**src/rtl/down_seq_pkg.sv**
```systemverilog
// rtl/down_seq_pkg.sv - shared state encoding, default widths and pass-length helper
package down_seq_pkg;

  localparam int DEF_WIDTH = 4;
  localparam int DEF_RPT_W = 4;

  typedef enum logic [1:0] {
    ST_IDLE   = 2'd0,
    ST_RUN    = 2'd1,
    ST_PAUSED = 2'd2,
    ST_DONE   = 2'd3
  } seq_state_e;

  // Cycles spent in one pass from load down to term, wrapping modulo 2^width.
  function automatic int pass_len(input int load, input int term, input int width);
    return ((load - term) & ((1 << width) - 1)) + 1;
  endfunction

endpackage

```
**src/rtl/down_count_core.sv**
```systemverilog
// rtl/down_count_core.sv - loadable modulo-2^WIDTH down counter with terminal compare
module down_count_core
  import down_seq_pkg::*;
#(
  parameter int WIDTH = DEF_WIDTH
) (
  input  logic             clk,
  input  logic             reset,
  input  logic             load_en,
  input  logic             dec_en,
  input  logic [WIDTH-1:0] load_val,
  input  logic [WIDTH-1:0] term,
  output logic [WIDTH-1:0] q,
  output logic [WIDTH-1:0] q_bar,
  output logic             at_term
);

  logic [WIDTH-1:0] count_q;
  logic [WIDTH-1:0] count_d;

  always_comb begin
    count_d = count_q;
    if (load_en) begin
      count_d = load_val;
    end else if (dec_en) begin
      count_d = count_q - 1'b1;
    end
  end

  always_ff @(posedge clk) begin
    if (reset) begin
      count_q <= '0;
    end else begin
      count_q <= count_d;
    end
  end

  assign q       = count_q;
  assign q_bar   = ~count_q;
  assign at_term = (count_q == term);

endmodule

```
**src/rtl/down_counter_sequencer.sv**
```systemverilog
// rtl/down_counter_sequencer.sv - command-driven sequencer for pausable, abortable count passes
module down_counter_sequencer
  import down_seq_pkg::*;
#(
  parameter int WIDTH = DEF_WIDTH,
  parameter int RPT_W = DEF_RPT_W
) (
  input  logic             clk,
  input  logic             reset,
  input  logic             cmd_valid,
  output logic             cmd_ready,
  input  logic [WIDTH-1:0] cmd_load,
  input  logic [WIDTH-1:0] cmd_term,
  input  logic             cmd_reload,
  input  logic [RPT_W-1:0] cmd_repeat,
  input  logic             pause,
  input  logic             abort,
  output logic [WIDTH-1:0] q,
  output logic [WIDTH-1:0] q_bar,
  output logic             busy,
  output logic             tc,
  output logic             done,
  output logic [RPT_W-1:0] passes_left
);

  seq_state_e       state_q, state_d;
  logic [WIDTH-1:0] load_q, load_d;
  logic [WIDTH-1:0] term_q, term_d;
  logic             reload_q, reload_d;
  logic [RPT_W-1:0] passes_q, passes_d;

  logic             core_load;
  logic             core_dec;
  logic [WIDTH-1:0] core_load_val;
  logic             at_term;

  down_count_core #(.WIDTH(WIDTH)) u_core (
    .clk      (clk),
    .reset    (reset),
    .load_en  (core_load),
    .dec_en   (core_dec),
    .load_val (core_load_val),
    .term     (term_q),
    .q        (q),
    .q_bar    (q_bar),
    .at_term  (at_term)
  );

  always_comb begin
    state_d       = state_q;
    load_d        = load_q;
    term_d        = term_q;
    reload_d      = reload_q;
    passes_d      = passes_q;
    core_load     = 1'b0;
    core_dec      = 1'b0;
    core_load_val = load_q;
    case (state_q)
      ST_IDLE: begin
        // abort has no meaning here, so a command arriving with it is still taken
        if (cmd_valid) begin
          load_d        = cmd_load;
          term_d        = cmd_term;
          reload_d      = cmd_reload;
          passes_d      = cmd_reload ? cmd_repeat : '0;
          core_load     = 1'b1;
          core_load_val = cmd_load;
          state_d       = ST_RUN;
        end
      end
      ST_RUN: begin
        if (abort) begin
          state_d = ST_IDLE;
        end else if (pause) begin
          state_d = ST_PAUSED;
        end else if (at_term) begin
          if (reload_q && (passes_q != '0)) begin
            core_load = 1'b1;
            passes_d  = passes_q - 1'b1;
          end else begin
            state_d = ST_DONE;
          end
        end else begin
          core_dec = 1'b1;
        end
      end
      ST_PAUSED: begin
        if (abort) begin
          state_d = ST_IDLE;
        end else if (!pause) begin
          state_d = ST_RUN;
        end
      end
      default: begin
        state_d = ST_IDLE;
      end
    endcase
  end

  always_ff @(posedge clk) begin
    if (reset) begin
      state_q  <= ST_IDLE;
      load_q   <= '0;
      term_q   <= '0;
      reload_q <= 1'b0;
      passes_q <= '0;
    end else begin
      state_q  <= state_d;
      load_q   <= load_d;
      term_q   <= term_d;
      reload_q <= reload_d;
      passes_q <= passes_d;
    end
  end

  assign cmd_ready   = (state_q == ST_IDLE);
  assign busy        = (state_q == ST_RUN) || (state_q == ST_PAUSED);
  assign tc          = (state_q == ST_RUN) && at_term && !pause && !abort;
  assign done        = (state_q == ST_DONE) && !abort;
  assign passes_left = passes_q;

endmodule

```
**config.mk**
```make
export PLATFORM = sky130hd
export DESIGN_NAME = down_counter_sequencer
export DESIGN_NICKNAME = d
export VERILOG_FILES = /design/src/rtl/down_seq_pkg.sv /design/src/rtl/down_count_core.sv /design/src/rtl/down_counter_sequencer.sv
export SDC_FILE = /design/constraint.sdc
export NUM_CORES = 1
export LEC_CHECK = 0
export CORE_MARGIN = 8
export CORE_UTILIZATION = 49
export DETAILED_ROUTE_END_ITERATION = 7
export GPL_TIMING_DRIVEN = 0
export PLACE_DENSITY = 0.93
export SLEW_MARGIN = 10
export SYNTH_ARGS = -nofsm -noshare
export SYNTH_HDL_FRONTEND = slang
export SYNTH_SLANG_ARGS = --single-unit
```
**constraint.sdc**
```tcl
create_clock -name clk -period 6.1 [get_ports clk]
set_input_delay 1.22 -clock clk [delete_from_list [all_inputs] [get_ports clk]]
set_output_delay 1.22 -clock clk [all_outputs]
set_load 0.02 [all_outputs]
```
# Word level (Yosys, flattened, before mapping)
# Cells that the tools add are included.
[totals]
register_bits = 19
out_inout_bits = 16
[op_classes]
add_sub_neg = 2
n_eq_ne = 12
mux = 29
bitwise_logic = 1
n_reduce_logical = 15
[op_table]
columns = ["cell", "count"]
rows = [
  ["4-bit 2-to-1 mux", 10],
  ["2-bit 2-to-1 mux", 7],
  ["2-bit inequality test (second input constant)", 5],
  ["1-bit 2-to-1 mux", 9],
  ["4-bit inequality test (second input constant)", 2],
  ["4-bit case mux with 2 select lines", 1],
  ["4-bit by 1-bit subtractor with 4-bit output (second input constant)", 2],
  ["2-bit case mux with 3 select lines", 1],
  ["6-bit AND reduction", 1],
  ["1-bit logical AND", 5],
  ["2-bit == test (second input constant)", 2],
  ["4-bit == test", 1],
  ["4-bit NOT", 1],
  ["4-bit AND reduction", 1],
  ["2-bit nonzero test", 2],
  ["4-bit nonzero test", 1],
  ["3-bit inequality test (second input constant)", 1],
  ["2-bit by 1-bit == test with 1-bit output (second input constant)", 1],
  ["1-bit zero test", 2],
  ["2-bit zero test", 1],
  ["1-bit case mux with 2 select lines", 1],
  ["2-bit AND reduction", 1],
  ["1-bit logical OR", 1],
]

# Longest topological paths before layout
# Gate-level depths: netlist of run 1.
[depth]
ltp_word = 8
depth_mapped = 8
depth_no_buf = 7

# Modules after synthesis
# A second synthesis of run 1 with hierarchy kept.
[hier_totals]
hier_cells = 141
area_unflattened_um2 = 1171.1
[by_module_without_submodules]
columns = ["module", "n_inst", "cells_each", "area_per_inst_um2"]
rows = [
  ["down_counter_sequencer", 1, 109, 897.1],
  ["down_count_core", 1, 32, 274.0],
]

# Least setup slack after synthesis of run 1
# OpenSTA, ideal clock, no wires.
[synth_path]
kind = "input port to output port"
from = "input port abort"
to = "output port tc"
t_arrival_ns = 1.982
path_slack_ns = 2.898
path_stages = 2
path_buffers = 0
path_cell_list = "or3_1 > nor2_1"
[synth_between]
elab_chain_cells = 2
[synth_rtl]
columns = ["item", "line", "text"]
rows = [
  ["start, declared", "down_counter_sequencer.sv:17", "input logic abort,"],
  ["1-bit zero test", "down_counter_sequencer.sv:118", "assign tc = (state_q == ST_RUN) && at_term && !pause && !abort;"],
  ["1-bit logical AND", "down_counter_sequencer.sv:118", ""],
  ["end, declared", "down_counter_sequencer.sv:21", "output logic tc,"],
]
# No other way between the ends.

# Final worst setup path of run 1
# Same ends and word-level chain as after synthesis.

==> summary.txt, run 1 <==
Outcome
  – Status: completed

Setup path
  – Worst Setup SP: abort
  – CP Launch Type: primary input
  – Worst R2R Start: state_q[1]
  – Critical Path Fanout Max: 5
  – Critical path type: primary input to primary output
  – Worst endpoint data arrival time: 2910 ps
  – Type of element capturing the critical path: primary output
  – Worst Path Required: 4880 ps

Timing
  – Setup TNS: 0 ps
  – Rel. slew slack: 49.2%
  – Final period utilization: 67.7%
  – Final setup vio count: 0
  – Clk_skew: 1.57 ps
  – Final Hold Vio Count: 0
  – RSZ-0062 raised after global routing: no
  – Minimum clock period: 4130 ps
  – Worst-Margin Slew: 753 ps
  – Max Freq: 242 MHz
  – Slew Viols, Final: 0

Yosys
  – Synthesized flop and latch total: 19
  – Number of enable flip-flop cells after synthesis: 0
  – Synth Area per Inst: 8.06 µm²
  – Ys Warns: 0
  – Syn Std Cell Area: 1100 µm²
  – Async S/R FF share, synth: 0%
  – Sequential share of the synthesized area: 34.7%
  – Mapped Cells: 136
  – Distinct cells, synth: 36
  – Synth Flop Type: dfxtp_1
  – Syn nets: 161

CTS
  – Hold Buf Count CTS: 0
  – CTS clk-pin slew, worst paths: 110 ps
  – CTS tree: done
  – Post-CTS Setup Inserts: 0
  – Post-cts sizing count: 0
  – Longest Clk Path Bufs: 2
  – Root buf cell: clkbuf_4
  – H-tree depth: 1
  – Clk sinks: 19
  – Clk_lat worst skew: 300 ps
  – Clock buffers created by TritonCTS: 3

Cells and area
  – Share of layout cells above drive strength 1: 4.07%
  – N_diodes: 0
  – FF+latch area: 380 µm²
  – Final std cells w/o fill: 200
  – Area of the multi-input gates: 667 µm²
  – Nets: 198
  – Area Growth Syn to Fin: 34.9%
  – Final core occ: 68.2%
  – Fill count: 185

Min path
  – Worst Min Path Start: reload_q
  – Worst hold path class: flip-flop to flip-flop

GRT
  – GR Overflow Total: 0
  – Vias in the first global route: 1226
  – Global Route Usage Sum: 14.9%
  – Antenna violations before repair: 0
  – Largest net degree at the start of global routing: 12
  – First-pass GRT wire length: 5070 µm

Place
  – Placed cell count: 196
  – Input/output buffers: 32
  – RePlAce Congestion: 0.859
  – HPWL Detailed: 2370 µm

Flow run
  – Max-cap violations: 0

Die
  – I/O Pins: 34
  – Die area: 4010 µm²
  – Die Y: 63.3 µm
  – Die X: 63.3 µm
  – Core ar.: 2170 µm²
  – Num rows: 17
  – Initial Util: 50.5%

Drt
  – Via-to-Cell Ratio: 5.76
  – Post-DR wirelength/cell: 15.0 µm
  – Routed Antenna Nets: 0
  – Pre-antenna DRT Iters: 4
  – DR vias: 1152
  – DR iter-0 viols: 23
  – Drt drc: 0
  – Total routed wirelength: 3000 µm

Power
  – Power per cell area: 276 nW/µm²
  – Peak supply drop: 0.178 mV
  – Leak pwr: 0.000600 µW
[cells in the mapped netlist (all sizes together), types with 2 or more instances]
cell type  instances  area, µm²
inv               10       37.5
dfxtp             19        380
a221oi             3       26.3
clkbuf             2       7.51
o31ai              3       27.5
xor2               5       43.8
mux2i              3       30.0
nor2              12       45.0
nor4               2       12.5
nand3              2       10.0
a21o               2       15.0
a21oi             11       55.1
o41ai              2       36.3
nor3               2       10.0
nand2             22       82.6
o21ai              8       40.0
or4                3       26.3
nor2b              4       25.0
ha                 7       87.6
or3                2       12.5
[critical path, cell delays in order]
cell and delay, ps:
clkdlybuf4s50_1 480, or3_1 470, nor2_1 140, clkdlybuf4s50_1 610
[registers in the layout, summed over array words and instances, names as in the netlist]
register	count
load_q	4
u_core.q	4
reload_q	1
state_q	2
term_q	4
passes_left	4
[cells in the final DEF (no fill, tap or decap), drive strengths merged, types with 3 or more instances in the layout]
master / synthesis / routed
clkbuf: 2 / 5
nand2: 22 / 22
or4: 3 / 3
clkdlybuf4s50: 0 / 32
o21ai: 8 / 8
dfxtp: 19 / 19
xor2: 5 / 5
mux2i: 3 / 3
ha: 7 / 7
a221oi: 3 / 3
o31ai: 3 / 3
inv: 10 / 10
nor2b: 4 / 4
nor2: 12 / 12
a21oi: 11 / 11
[kinds of logic after synthesis]
| group | count (synthesis) | share of synthesized area, % |
|---|---|---|
| AND/OR/NAND/NOR | 53 | 22.8 |
| AO/OA/AOI/OAI | 36 | 23.3 |
| multiplexers | 3 | 2.74 |
| adder cells (fa/ha/maj) | 7 | 7.99 |
| flip-flops | 19 | 34.7 |
| XOR/XNOR | 5 | 4.00 |
| buffers and inverters | 13 | 4.45 |
[final timing paths]
check              endpoint  slack [ps]  cells after the start
max                      tc        1970                      4
min                reload_q         460                      2
max reg2reg  passes_left[2]        3620                      7
min reg2reg        reload_q         460                      2
[per-stage QoR]
stage	instance area, µm²	worst slack (ps)	hold WS [ps]	power [µW]
final	1480	1970	461	408
after global routing	1480	1900	494	434
after CTS	1480	1960	462	408
after detailed placement	1450	1960	446	343
after global placement	1450	1970	441	335
after floorplan	1100	2900	435	275
[power by group]
group          total, µW  switching, µW  internal (µW)
Clock               65.7           41.3           24.4
Combinational        186            104           82.3
Sequential           156           16.0            140
Total                408            162            246
[layout make-up]
type                    instances  share of cell area (%)
inverters                      10                    2.54
repair buffers                 32                    21.7
well taps                      28                    2.37
clock inverters                 1                   0.338
multi-input cells             104                    45.1
flip-flops and latches         19                    25.7
clock buffers                   3                    1.52
plain buffers                   3                   0.761
[metal layers]
metal	up-vias	track usage (%)	wire length [µm]
met5	-	0	0
met4	0	8.08	94
met3	12	5.30	216
met2	39	26.8	1510
met1	545	14.7	1170
li1	556	-	-
No activity file was read; power rests on OpenSTA's default activity.
==> run 2, diff against run 1 <==
--- a/config.mk
+++ b/config.mk
@@ -6,10 +6,10 @@
 export NUM_CORES = 1
 export LEC_CHECK = 0
 export CORE_MARGIN = 8
-export CORE_UTILIZATION = 49
+export CORE_UTILIZATION = 46
 export DETAILED_ROUTE_END_ITERATION = 7
 export GPL_TIMING_DRIVEN = 0
-export PLACE_DENSITY = 0.93
+export PLACE_DENSITY = 0.89
 export SLEW_MARGIN = 10
 export SYNTH_ARGS = -nofsm -noshare
 export SYNTH_HDL_FRONTEND = slang
==> constraint.sdc (replaced) <==
create_clock -name clk -period 4.15 [get_ports clk]
set_input_delay 0.83 -clock clk [delete_from_list [all_inputs] [get_ports clk]]
set_output_delay 0.83 -clock clk [all_outputs]
set_load 0.02 [all_outputs]
==> summary.txt, run 2 (synthesized netlist as in run 1, its figures left out) <==
Drt
  – Pre-antenna DRT Iters: 4 (unchanged)
  – Total routed wirelength: 3110 µm (+3.7%)
  – Post-DR wirelength/cell: 15.5 µm (+3.7%)
  – Via-to-Cell Ratio: 5.90 (+2.4%)
  – DR iter-0 viols: 70 (+200%)
  – Drt drc: 0 (unchanged)
  – DR vias: 1180 (+2.4%)
  – Routed Antenna Nets: 0 (unchanged)

Setup path
  – R2R setup slack: 1700 ps (-1920 ps)
  – Critical Path Fanout Max: 5 (unchanged)
  – Critical path type: primary input to primary output
  – R2R Path End: passes_left[2]
  – Worst Setup SP: abort
  – Type of element capturing the critical path: primary output
  – CP Launch Type: primary input
  – Worst R2R Start: state_q[1]
  – Worst endpoint data arrival time: 2560 ps (-350 ps)
  – Worst Path Required: 3320 ps (-1560 ps)
  – Reg2Reg Depth: 7 (unchanged)

Power
  – Clock power frac: 16.2% (about the same)
  – Internal power: 362 µW (+47%)
  – Seq pwr share: 37.8% (-0.4 points)
  – Comb power frac: 46.0% (+0.3 points)
  – Leak pwr: 0.000600 µW (unchanged)
  – P_sw: 243 µW (+51%)
  – Peak supply drop: 0.331 mV (+87%)
  – Power per cell area: 409 nW/µm² (+48%)
  – Sw frac: 40.2% (+0.58 points)

Timing
  – Clk_skew: 11.6 ps (+10.0 ps)
  – Rel. slew slack: 42.8% (-6.4 points)
  – Max Freq: 295 MHz
  – Final period utilization: 81.6%
  – Final Hold Vio Count: 0 (unchanged)
  – Final setup vio count: 0 (unchanged)
  – Setup TNS: 0 ps (unchanged)
  – RSZ-0062 raised after global routing: no
  – Slew Viols, Final: 0 (unchanged)
  – Worst-Margin Slew: 848 ps (+94.9 ps)
  – Minimum clock period: 3390 ps

GRT
  – GR Overflow Total: 0 (unchanged)
  – Largest net degree at the start of global routing: 12 (unchanged)
  – Vias in the first global route: 1161 (-5.3%)
  – Antenna violations before repair: 0 (unchanged)
  – First-pass GRT wire length: 5200 µm (+2.4%)
  – Global Route Usage Sum: 14.9% (about the same)

Place
  – Input/output buffers: 32 (unchanged)
  – Dpl cell area: 1450 µm² (unchanged)
  – RePlAce Congestion: 0.895 (+4.2%)
  – HPWL Detailed: 2410 µm (+1.5%)

CTS
  – Post-CTS Setup Inserts: 0 (unchanged)
  – Longest Clk Path Bufs: 2 (unchanged)
  – Clock buffers created by TritonCTS: 3 (unchanged)
  – CTS clk-pin slew, worst paths: 120 ps (about the same)
  – Post-cts sizing count: 0 (unchanged)
  – Root buf cell: clkbuf_4
  – H-tree depth: 1 (unchanged)
  – CTS tree: done
  – Clk sinks: 19 (unchanged)
  – Clk_lat worst skew: 300 ps (about the same)
  – Hold Buf Count CTS: 0 (unchanged)

Die
  – Die Y: 64.8 µm (+2.4%)
  – Num rows: 17 (unchanged)
  – Die area: 4200 µm² (+4.9%)
  – Core ar.: 2230 µm² (+2.9%)
  – Die X: 64.8 µm (+2.4%)
  – I/O Pins: 34 (unchanged)
  – Initial Util: 49.1% (-1.4 points)

Cells and area
  – Area Growth Syn to Fin: 34.9% (unchanged)
  – Fin area: 1480 µm² (unchanged)
  – Most frequent cells in the layout: clkdlybuf4s50_1 (32), nand2_1 (22), dfxtp_1 (19)
  – Nets: 198 (unchanged)
  – Most common cell after layout, fill and taps aside: clkdlybuf4s50_1
  – N_diodes: 0 (unchanged)
  – Fill count: 193 (+4.3%)
  – Share of layout cells above drive strength 1: 4.07% (unchanged)
  – Final core occ: 66.2% (-1.9 points)

Flow run
  – Max-cap violations: 0 (unchanged)

Min path
  – Min-Delay Endpoint: reload_q
  – Worst hold path class: flip-flop to flip-flop
  – Hold Path Cell Cnt: 2 (unchanged)
  – Worst Min Path Start: reload_q

Outcome
  – Status: completed
## run 2: cell counts in the layout (fill, tap and decap cells not counted)
Identical to the previous run, type by type.
## run 2: worst max-delay path by stage
stage	endpoint	slack, ps	cells past startpoint
6_report	tc	760	4
5_1_grt	tc	730	4
4_1_cts	tc	770	4
3_5_place_dp	tc	760	4
3_3_place_gp	tc	790	4
2_1_floorplan	tc	1730	2
## run 2: stage by stage
stage | instances | setup WS [ps] | power (µW) | hold slack [ps]
floorplan | 136 | 1730 | 404 | 435
global placement | 196 | 787 | 493 | 441
detailed placement | 196 | 757 | 506 | 457
CTS | 200 | 767 | 601 | 473
global route | 200 | 726 | 640 | 505
finish | 200 | 764 | 605 | 473
## run 2: power by group through the flow
stage	clock network, µW	registers, µW	logic [µW]
6_report	97.8	229	278
5_1_grt	106	233	301
4_1_cts	97.9	229	274
3_5_place_dp	0	233	273
3_3_place_gp	0	232	261
2_1_floorplan	0	242	162
## run 2: area by class of cell
type,instances,area [µm²],share of cell area (%)
Clock buffer,3,22.5,1.52
Inverter,10,37.5,2.54
Sequential cell,19,380,25.7
Clock inverter,1,5.00,0.338
Multi-Input combinational cell,104,667,45.1
Timing Repair Buffer,32,320,21.7
Tap cell,28,35.0,2.37
Buffer,3,11.3,0.761
## run 2: routing by layer
layer  track usage (%)  vias to the layer above  wire (µm)
met5                 0                        -          0
met4              8.45                        0         70
met3              4.12                       12        302
met2              25.6                       61       1540
met1              16.2                      551       1190
li1                  -                      556          -
## run 2: worst max-delay path, cell delays in order
cell	delay, ps
clkdlybuf4s50_1	490
or3_1	480
nor2_1	140
clkdlybuf4s50_1	610
==> run 3, diff against run 2 <==
==> constraint.sdc (replaced) <==
create_clock -name clk -period 3.22 [get_ports clk]
set_input_delay 0.644 -clock clk [delete_from_list [all_inputs] [get_ports clk]]
set_output_delay 0.644 -clock clk [all_outputs]
set_load 0.02 [all_outputs]
==> results of run 3 <==
Same layout as run 2 (identical final DEF). Status: completed.
Among the figures that moved: setup slack after placement 757 ps -> 199 ps; setup slack after layout 764 ps -> 136 ps; start point of the critical path abort -> state_q[1]; register-to-register setup slack 1700 ps -> 770 ps; total power 605 µW -> 780 µW; worst IR drop on VDD 0.331 mV -> 0.427 mV
